[src/rtl/register_load_arbiter.sv]
// Round-robin arbiter and load sequencer for one shared falling-edge register
// with an active-low load enable; grants one of four requesters per transaction.
module register_load_arbiter #(
  parameter int unsigned WIDTH = 8
) (
  input  logic                 ClkN,
  input  logic                 ClrN,
  input  logic [3:0]           Req,
  input  logic [4*WIDTH-1:0]   Din,
  output logic [3:0]           Gnt,
  output logic [WIDTH-1:0]     DataOut,
  output logic                 Enbar,
  output logic                 Busy
);

  localparam int unsigned N_REQ = 4;

  typedef enum logic [1:0] {
    S_IDLE    = 2'd0,
    S_LOAD    = 2'd1,
    S_RELEASE = 2'd2
  } state_t;

  state_t           r_state, w_state_nxt;
  logic [3:0]       r_gnt, w_gnt_nxt;
  logic [WIDTH-1:0] r_data, w_data_nxt;
  logic             r_enbar, w_enbar_nxt;
  logic [1:0]       r_ptr, w_ptr_nxt;
  logic [1:0]       r_win, w_win_nxt;

  logic             w_found;
  logic [1:0]       w_cand;
  logic [1:0]       w_sel;

  // Rotating-priority search starting at the pointer.
  always_comb begin
    w_found = 1'b0;
    w_sel   = 2'd0;
    w_cand  = 2'd0;
    for (int k = 0; k < int'(N_REQ); k++) begin
      w_cand = r_ptr + 2'(k);
      if (!w_found && Req[w_cand]) begin
        w_found = 1'b1;
        w_sel   = w_cand;
      end
    end
  end

  // Falling-edge state register; clear is asynchronous so Enbar rises at once.
  always_ff @(negedge ClkN or negedge ClrN) begin
    if (!ClrN) begin
      r_state <= S_IDLE;
      r_gnt   <= 4'b0000;
      r_data  <= '0;
      r_enbar <= 1'b1;
      r_ptr   <= 2'd0;
      r_win   <= 2'd0;
    end else begin
      r_state <= w_state_nxt;
      r_gnt   <= w_gnt_nxt;
      r_data  <= w_data_nxt;
      r_enbar <= w_enbar_nxt;
      r_ptr   <= w_ptr_nxt;
      r_win   <= w_win_nxt;
    end
  end

  // Next-state and next-output decode.
  always_comb begin
    w_state_nxt = r_state;
    w_gnt_nxt   = r_gnt;
    w_data_nxt  = r_data;
    w_enbar_nxt = 1'b1;
    w_ptr_nxt   = r_ptr;
    w_win_nxt   = r_win;
    unique case (r_state)
      S_IDLE: begin
        if (w_found) begin
          w_state_nxt = S_LOAD;
          w_gnt_nxt   = 4'b0001 << w_sel;
          w_data_nxt  = Din[32'(w_sel) * WIDTH +: WIDTH];
          w_enbar_nxt = 1'b0;
          w_win_nxt   = w_sel;
        end
      end
      S_LOAD: begin
        w_state_nxt = S_RELEASE;
      end
      S_RELEASE: begin
        if (!Req[r_win]) begin
          w_state_nxt = S_IDLE;
          w_gnt_nxt   = 4'b0000;
          w_ptr_nxt   = r_win + 2'd1;
        end
      end
      default: begin
        w_state_nxt = S_IDLE;
        w_gnt_nxt   = 4'b0000;
      end
    endcase
  end

  assign Gnt     = r_gnt;
  assign DataOut = r_data;
  assign Enbar   = r_enbar;
  assign Busy    = (r_state != S_IDLE);

endmodule

[config.mk]
export PLATFORM = sky130hd
export DESIGN_NAME = register_load_arbiter
export DESIGN_NICKNAME = d
export VERILOG_FILES = /design/src/rtl/register_load_arbiter.sv
export SDC_FILE = /design/constraint.sdc
export NUM_CORES = 1
export LEC_CHECK = 0
export CAP_MARGIN = 25
export CORE_ASPECT_RATIO = 0.9
export CORE_UTILIZATION = 41
export DETAILED_ROUTE_END_ITERATION = 7
export MAX_ROUTING_LAYER = met4
export PLACE_DENSITY = 0.79
export SLEW_MARGIN = 10
export SYNTH_ARGS = -nofsm -noshare
export SYNTH_HDL_FRONTEND = slang
export SYNTH_SLANG_ARGS = --single-unit
[constraint.sdc]
create_clock -name ClkN -period 2.3 [get_ports ClkN]
set_clock_uncertainty 0.05 [all_clocks]
set_input_delay 0.46 -clock ClkN [delete_from_list [all_inputs] [get_ports ClkN]]
set_output_delay 0.46 -clock ClkN [all_outputs]
set_load 0.005 [all_outputs]
# ---- Word-level counts from Yosys, hierarchy flattened
# Index checks and enable logic that the tools add are counted.
# W data, S select, Z words.
dict set report totals {
  register_bits 19
  inputBits 38
  output_inout_bits 14
}
dict set report op_classes {
  addsub 4
  magnitude_cmp 5
  eq_ne 4
  n_shift 2
  n_mux 26
  bitwise_logic 2
  n_reduce_logical 12
}
# operator count
set op_table {}
lappend op_table {{$shiftx A32 B6 Y8} 1}
lappend op_table {{$lt A2 B3 Y1 const B} 5}
lappend op_table {{$mux W2} 6}
lappend op_table {{$pmux W4 S3} 1}
lappend op_table {{$mux W1} 11}
lappend op_table {{$bmux W1 S2} 5}
lappend op_table {{$mux W4} 2}
lappend op_table {{$pmux W2 S3} 1}
lappend op_table {{$reduce_and A2 Y1} 3}
lappend op_table {{$add A2 B1 Y2 const B} 2}
lappend op_table {{$add A2 B2 Y2 const B} 2}
lappend op_table {{$ne A2 B2 Y1 const B} 2}
lappend op_table {{$shl A1 B2 Y4 const A} 1}
lappend op_table {{$logic_and A1 B1 Y1} 3}
lappend op_table {{$logic_not A1 Y1} 3}
lappend op_table {{$reduce_and A3 Y1} 1}
lappend op_table {{$eq A2 B1 Y1 const B} 1}
lappend op_table {{$eq A2 B2 Y1 const B} 1}
lappend op_table {{$logic_not A2 Y1} 1}
lappend op_table {{$not A1 Y1} 2}
lappend op_table {{$reduce_bool A2 Y1} 1}

# ---- Logic depth before layout (Yosys ltp)
# Gate-level depths: netlist (run 1).
dict set report depth {
  depth_word 15
  ltp_mapped 7
  mapped_depth_nobuf 6
}

==> impl_metrics.json, run 1 <==
{
  "status": "finished with violations",
  "violations": "design-rule violations, negative setup slack",
  "sw_frac_of_total_pct": 40.2,
  "clkSinkCount": 19,
  "grt_pass1_vias": 1211,
  "final_hold_viol_count": 0,
  "finalNetCount": 244,
  "setup_slack_ns": -0.396,
  "ios": 52,
  "drtPass1Iterations": 6,
  "clock_latency_ns": 0.30,
  "grt_max_degree": 18,
  "synth_seq_cells": 19,
  "slew_headroom_pct": 78.8,
  "synth_area_um2": 1140,
  "critPathRequiredTime_ns": 1.79,
  "cts_buffer_depth": 2,
  "tightest_slew_ns": 0.318,
  "overflow": 0,
  "start_util_pct": 44.9,
  "h-tree-depth": 1,
  "yosysSeqAreaShare_pct": 41.9,
  "io_buffers": 51,
  "rows": 17,
  "cts_tree": "yes",
  "dp_slack_ns": -1.19,
  "synth_warnings": 0,
  "viasPerCell": 5.76,
  "clock_power_share_pct": 7.6,
  "synth_nets": 160,
  "nFillCells": 148,
  "rsz0062_at_grt": "yes",
  "synth-edff-count": 0,
  "antenna_found_initial": 0,
  "total_power_mw": 2.38,
  "place_congestion": 0.805,
  "synth_area_leaders": "dfrtn_1, o221ai_1, o211a_1",
  "numCtsBuffers": 3,
  "layout_commonest_cell": "clkdlybuf4s50_1",
  "synth_area_per_cell_um2": 9.32,
  "seqPwrFrac_pct": 27.3,
  "final_cell_mix": "clkdlybuf4s50_1, buf_4, dfrtn_1, inv_1, nand2_1",
  "worst-path-max-fanout": 2,
  "area_growth_syn_to_layout_pct": 86.1,
  "vias": 1342,
  "wl_per_cell_um": 18.8,
  "max_cap_viol_count": 0,
  "die_h_um": 52.0,
  "die_area_um2": 2990,
  "track_usage_pct": 27.4,
  "synth_ff_type": "dfrtn_1",
  "die-width_um": 57.5,
  "finalWirelength_um": 4390,
  "finalMaxSlewViolations": 0,
  "cellPowerDensity_nw_per_um2": 1120,
  "syn_inst": 122,
  "endpoint_kind": "output pin",
  "power.switching_mw": 0.955,
  "ctsHoldBuffers": 0,
  "drc": 4,
  "drtAntennaViolNets": 0,
  "ys_types": 31,
  "finalSetupTns_ns": -7.38,
  "synthArstFlopShare_pct": 100,
  "coreArea_um2": 2530,
  "combPwrFrac_pct": 65.1,
  "dp.final_hpwl_um": 2640,
  "root_buffer": "clkbuf_4",
  "critical_path_class": "flip-flop to output pin",
  "ir_worst_vdd_mv": 0.802,
  "cp.arrival_ns": 2.19,
  "p_int_mw": 1.42,
  "p_leak_nw": 1.00,
  "drt_iter0_drc": 70,
  "drive_above_1_share_pct": 43.4,
  "worstHoldPathType": "flip-flop to flip-flop",
  "clk_pin_slew_worst_paths_ns": 0.08,
  "setup_viol": 31,
  "start_kind": "flip-flop",
  "synth.top_cell.area_share_pct": 39.6,
  "grt_pass1_wl_um": 5900,
  "synth_top_area_cell": "dfrtn_1",
  "n_antenna_cell": 0
}
## power by group through the flow
stage               clock [mW]  combinational, mW  sequential [mW]
global route             0.192               1.65            0.661
global placement       0.00544               1.27            0.625
detailed placement     0.00544               1.31            0.636
floorplan              0.00544              0.689            0.636
CTS                      0.179               1.42            0.623
finish                   0.181               1.55            0.649
## kinds of logic after synthesis
kind of cell	share of synthesized area [%]
multiplexers	2.86
buffers and inverters	9.57
AND/OR/NAND/NOR	16.0
AO/OA/AOI/OAI	28.9
flip-flops	41.9
XOR/XNOR	0.770
## registers in the layout, summed over array words and instances, names as in the netlist
register	flops
r_state	2
r_ptr	2
Gnt	4
DataOut	8
Enbar	1
r_win	2
## area by class of cell
class,instances,area (um^2),share of cell area [%]
multi-input cells,77,722,34.1
clock buffers,3,22.5,1.06
inverters,18,67.6,3.19
clock inverters,2,8.76,0.414
repair buffers,86,785,37.1
well taps,28,35.0,1.65
flip-flops and latches,19,477,22.5
## per-layer routing
metal	wire [um]	vias to the layer above	GRT usage (%)	part of all wire, %
met4	191	0	10.2	4.4
met1	1660	653	33.2	38
met5	0	-	-	0
li1	-	607	-	-
met3	236	20	2.49	5.4
met2	2300	62	47.9	52
## synthesized netlist by cell type, drive strengths merged (2+ instances only)
cell type,count
buf,5
o21ai,2
o211a,8
a22o,5
dfrtn,18
inv,19
a21oi,4
clkbuf,2
nor3b,2
o221ai,17
nor2,5
nand2b,3
or2,2
nand2,19
## stage by stage
stage | utilization (%) | hold slack [ns] | cells | area (um^2)
CTS | 80.6 | 0.418 | 229 | 2040
detailed placement | 75.8 | 0.416 | 215 | 1920
global placement | 75.8 | 0.397 | 215 | 1920
global route | 83.6 | 0.437 | 233 | 2120
finish | 83.6 | 0.417 | 233 | 2120
floorplan | - | 0.376 | 122 | 1240
## repair_timing
| item | 4_1_cts | 5_1_grt |
|---|---|---|
| gates cloned | 1 | 0 |
| pin swaps | 9 | 17 |
| endpoints found under the setup margin | 33 | 32 |
| resized for setup | 96 | 16 |
| setup buffers | 9 | 7 |
## final timing paths
path	start	end	slack, ns	cells past startpoint
hold reg to reg	Gnt[3]	Gnt[3]	0.42	1
setup / recovery	r_state[0]	Busy	-0.40	2
hold / removal	Gnt[3]	Gnt[3]	0.42	1
min in group asynchronous	ClrN	Gnt[1]	1.52	2
setup reg to reg	r_ptr[1]	DataOut[4]	0.46	6
max in group asynchronous	ClrN	DataOut[6]	0.53	2
## worst max-delay path: stages (launching register included)
cell	delay, ns
dfrtn_1	0.36
or2_1	0.24
buf_2	0.13
Power figures use the tool's default switching activity.
==> run 2, diff against run 1 <==
GPL_ROUTABILITY_DRIVEN = 0   (was not set)
clock period = 2.91 ns   (was 2.3 ns; I/O delays follow)
==> impl_metrics.json, run 2 (synthesized netlist as in run 1, its figures left out) <==
{
  "status": "finished with violations",
  "violations": "design-rule violations, negative setup slack",
  "wl_per_cell_um": 19.6,
  "worst-path-max-fanout": 2,
  "finalWirelength_um": 4520,
  "ctsHoldBuffers": 0,
  "numCtsBuffers": 3,
  "dp.final_hpwl_um": 2700,
  "sw_frac_of_total_pct": 40.1,
  "die_area_um2": 2990,
  "power.switching_mw": 0.763,
  "p_leak_nw": 0.996,
  "final_cell_mix": "clkdlybuf4s50_1, buf_4, dfrtn_1, inv_1, nand2_1",
  "hold_ws_ns": 0.406,
  "io_buffers": 51,
  "cp.arrival_ns": 2.48,
  "finalSetupTns_ns": -2.17,
  "root_buffer": "clkbuf_4",
  "placed_cell_area_um2": 1950,
  "drive_above_1_share_pct": 42.6,
  "drc": 3,
  "rows": 17,
  "clock_power_share_pct": 7.4,
  "endpoint_kind": "output pin",
  "layout_commonest_cell": "clkdlybuf4s50_1",
  "clk_pin_slew_worst_paths_ns": 0.07,
  "combPwrFrac_pct": 65.5,
  "worstHoldPathType": "flip-flop to flip-flop",
  "post-route-cell-area_um2": 2140,
  "track_usage_pct": 27.5,
  "vias": 1346,
  "viasPerCell": 5.85,
  "rsz0062_at_grt": "yes",
  "ir_worst_vdd_mv": 0.645,
  "setup_slack_ns": -0.207,
  "cellPowerDensity_nw_per_um2": 887,
  "grt_pass1_vias": 1312,
  "cts_tree": "yes",
  "p_int_mw": 1.14,
  "start_util_pct": 44.9,
  "drtAntennaViolNets": 0,
  "setup_viol": 29,
  "coreArea_um2": 2530,
  "critical_path_class": "flip-flop to output pin",
  "ios": 52,
  "grt_pass1_wl_um": 5980,
  "start_kind": "flip-flop",
  "clkSinkCount": 19,
  "critPathSlowestCell": "dfrtn_1",
  "antenna_found_initial": 0,
  "slew_headroom_pct": 76.9,
  "finalNetCount": 241,
  "final_hold_viol_count": 0,
  "h-tree-depth": 1,
  "tightest_slew_ns": 0.345,
  "drtPass1Iterations": 6,
  "n_antenna_cell": 0,
  "overflow": 0,
  "largest_reg_flops": 8,
  "clock_latency_ns": 0.30,
  "finalMaxSlewViolations": 0,
  "grt_max_degree": 19,
  "cts_buffer_depth": 2,
  "seqPwrFrac_pct": 27.1,
  "critPathRequiredTime_ns": 2.28,
  "worstPathCellList": "or2_1 > buf_2",
  "total_power_mw": 1.90,
  "die_h_um": 52.0,
  "area_growth_syn_to_layout_pct": 88.4,
  "utilization_pct": 84.7,
  "max_cap_viol_count": 0,
  "cpPeakStageDelay_ns": 0.34,
  "nFillCells": 128,
  "die-width_um": 57.5,
  "drt_iter0_drc": 42
}
-- run 2: cell types whose count changed in the layout (fill, tap and decap cells not counted), sizes merged --
cell / delta
clkbuf: +2
buf: -5
-- run 2: what timing repair did --
action / in CTS / in global routing
setup buffers: 2 / 4
endpoints found under the setup margin: 32 / 29
hold endpoints to repair: 0 / 0
pin swaps: 14 / 6
gates resized for setup: 100 / 8
cloned: 0 / 3
-- run 2: final timing paths --
kind	cells after the start	endpoint	slack (ns)	from
setup / recovery	2	Busy	-0.21	r_state[0]
hold / removal	1	Gnt[1]	0.41	Gnt[1]
setup reg to reg	7	DataOut[3]	0.97	r_ptr[1]
hold reg to reg	1	Gnt[1]	0.41	Gnt[1]
max in group asynchronous	2	DataOut[5]	0.71	ClrN
min in group asynchronous	2	DataOut[6]	1.94	ClrN
-- run 2: through the flow --
stage                     instances  setup WS (ns)
after floorplan                 122         -0.316
after global placement          217          -1.02
after detailed placement        217          -1.07
after CTS                       223         -0.205
after global routing            230         -0.237
final                           230         -0.207
-- run 2: power by group through the flow --
| stage | Clock (mW) | Combinational [mW] | Sequential, mW |
|---|---|---|---|
| floorplan | 0.00430 | 0.542 | 0.503 |
| global placement | 0.00430 | 1.03 | 0.496 |
| detailed placement | 0.00430 | 1.06 | 0.505 |
| CTS | 0.142 | 1.07 | 0.498 |
| global route | 0.152 | 1.32 | 0.525 |
| finish | 0.141 | 1.25 | 0.515 |
-- run 2: per-layer routing --
metal / vias up / global-route usage [%] / share of wire, %
li1: 602 / - / -
met1: 658 / 30.4 / 35
met2: 67 / 48.6 / 54
met3: 19 / 4.48 / 7.3
met4: 0 / 13.4 / 3.0
met5: - / - / 0
-- run 2: area by class of cell --
| cell class | instances | area (um^2) | share of cell area (%) |
|---|---|---|---|
| multi-input cells | 77 | 727 | 33.9 |
| repair buffers | 83 | 806 | 37.6 |
| clock inverters | 2 | 8.76 | 0.409 |
| clock buffers | 3 | 22.5 | 1.05 |
| inverters | 18 | 67.6 | 3.15 |
| well taps | 28 | 35.0 | 1.63 |
| flip-flops and latches | 19 | 477 | 22.2 |
-- run 2: critical path, delay by kind of cell, from the launching register on --
family                 cells  cell delay [ns]
buffers and inverters      1             0.14
DFF                        1             0.34
and+or+nand+nor            1             0.25
==> run 3, diff against run 2 <==
SETUP_SLACK_MARGIN = 0.5   (was not set)
clock period = 3.5 ns   (was 2.91 ns; I/O delays follow)
==> impl_metrics.json, run 3 (synthesized netlist as in run 1, its figures left out) <==
{
  "status": "finished with violations",
  "violations": "design-rule violations, negative setup slack",
  "tightest_slew_ns": 0.426,
  "clkSinkCount": 19,
  "utilization_pct": 93.8,
  "combPwrFrac_pct": 71.2,
  "place_inst": 213,
  "overflow": 0,
  "cts_tree": "yes",
  "viasPerCell": 6.20,
  "p_int_mw": 1.16,
  "grt_pass1_wl_um": 7170,
  "seqPwrFrac_pct": 22.0,
  "max_cap_viol_count": 0,
  "power.switching_mw": 0.800,
  "nFillCells": 76,
  "timing.critical_path.from": "Req[0]",
  "io_buffers": 51,
  "numCtsBuffers": 3,
  "rsz0062_at_grt": "yes",
  "dp.final_hpwl_um": 2590,
  "min_from": "Gnt[3]",
  "grt_max_degree": 18,
  "die_area_um2": 2990,
  "placed_cell_area_um2": 1930,
  "post-route-cell-area_um2": 2370,
  "n_antenna_cell": 0,
  "clock_latency_ns": 0.31,
  "ir_worst_vdd_mv": 0.804,
  "worstHoldPathType": "flip-flop to flip-flop",
  "finalWirelength_um": 5800,
  "die-width_um": 57.5,
  "h-tree-depth": 1,
  "final_cells": 241,
  "start_util_pct": 44.9,
  "drt_iter0_drc": 160,
  "clock_power_share_pct": 6.7,
  "wl_per_cell_um": 24.1,
  "rows": 17,
  "r2r_start": "r_state[1]",
  "cts_buffer_depth": 2,
  "total_power_mw": 1.96,
  "worst-path-max-fanout": 5,
  "finalMaxSlewViolations": 0,
  "endpoint_kind": "flip-flop",
  "grt_pass1_vias": 1409,
  "sw_frac_of_total_pct": 40.9,
  "drtPass1Iterations": 7,
  "coreArea_um2": 2530,
  "area_growth_syn_to_layout_pct": 109,
  "drc": 3,
  "critical_path_class": "input pin to flip-flop",
  "clk_pin_slew_worst_paths_ns": 0.09,
  "start_kind": "input pin",
  "drive_above_1_share_pct": 47.4,
  "cellPowerDensity_nw_per_um2": 825,
  "vias": 1493,
  "setup_viol": 10,
  "finalNetCount": 252,
  "antenna_found_initial": 0,
  "root_buffer": "clkbuf_4",
  "layout_commonest_cell": "clkdlybuf4s50_1",
  "ctsHoldBuffers": 0,
  "die_h_um": 52.0,
  "slew_headroom_pct": 71.6,
  "final_hold_viol_count": 0,
  "setup_slack_ns": -0.0681,
  "largest_reg_flops": 8,
  "cp.arrival_ns": 1.93,
  "critPathRequiredTime_ns": 1.87,
  "drtAntennaViolNets": 0,
  "final_cell_mix": "clkdlybuf4s50_1, buf_4, dfrtn_1, inv_1, nand2_1",
  "p_leak_nw": 1.10,
  "track_usage_pct": 34.7,
  "ios": 52
}
run 3: changes by cell type in the layout (fill, tap and decap cells not counted), moves of 3 or more:
cell / previous run / this run
buf_12: 5 / 8
buf_6: 10 / 13
buf_16: 0 / 3
o221ai_4: 0 / 3
run 3: final timing paths:
kind / to / slack [ns] / depth (start not counted)
max: DataOut[2] / -0.07 / 7
min: Gnt[3] / 0.44 / 1
max reg2reg: DataOut[2] / 1.50 / 9
min reg2reg: Gnt[3] / 0.44 / 1
max in group asynchronous: r_win[0] / 0.71 / 2
min in group asynchronous: DataOut[6] / 2.26 / 1
run 3: repair_timing:
| item | 4_1_cts | 5_1_grt |
|---|---|---|
| setup endpoints to repair | 33 | 32 |
| hold endpoints to repair | 0 | 0 |
| pin swaps | 17 | 11 |
| buffers inserted | 11 | 10 |
| resized for setup | 116 | 11 |
| gates cloned | 3 | 0 |
run 3: through the flow:
step / TNS [ns] / worst slack [ns] / hold slack [ns]
after global routing: -0.528 / -0.0824 / 0.439
after CTS: -0.0332 / -0.0332 / 0.407
final: -0.352 / -0.0681 / 0.438
after detailed placement: -13.05 / -0.811 / 0.405
after global placement: -11.94 / -0.740 / 0.399
after floorplan: -1.08 / -0.139 / 0.376
run 3: critical path, stage by stage:
cell	delay, ns
buf_8	0.11
and2_1	0.14
a22o_1	0.26
nor3_4	0.26
buf_4	0.20
o221ai_2	0.10
o211a_1	0.16
run 3: layout make-up:
class	instances	area, um^2	share of cell area [%]
Tap cell	28	35.0	1.48
Multi-Input combinational cell	77	785	33.1
Sequential cell	19	477	20.1
Clock inverter	2	10.0	0.422
Inverter	18	67.6	2.85
Clock buffer	3	22.5	0.949
Timing Repair Buffer	94	977	41.2
run 3: routing by layer:
metal | vias to the layer above | share of wire [%] | global-route usage [%]
met3 | 36 | 7.3 | 7.71
met5 | - | 0 | -
met4 | 0 | 5.4 | 22.4
li1 | 629 | - | -
met2 | 95 | 50 | 59.1
met1 | 733 | 37 | 36.9
run 3: power by group through the flow:
stage | clock [mW] | combinational [mW] | sequential (mW)
floorplan | 0.00358 | 0.453 | 0.418
global placement | 0.00358 | 0.845 | 0.412
detailed placement | 0.00358 | 0.871 | 0.417
CTS | 0.126 | 1.12 | 0.413
global route | 0.140 | 1.44 | 0.436
finish | 0.132 | 1.39 | 0.431
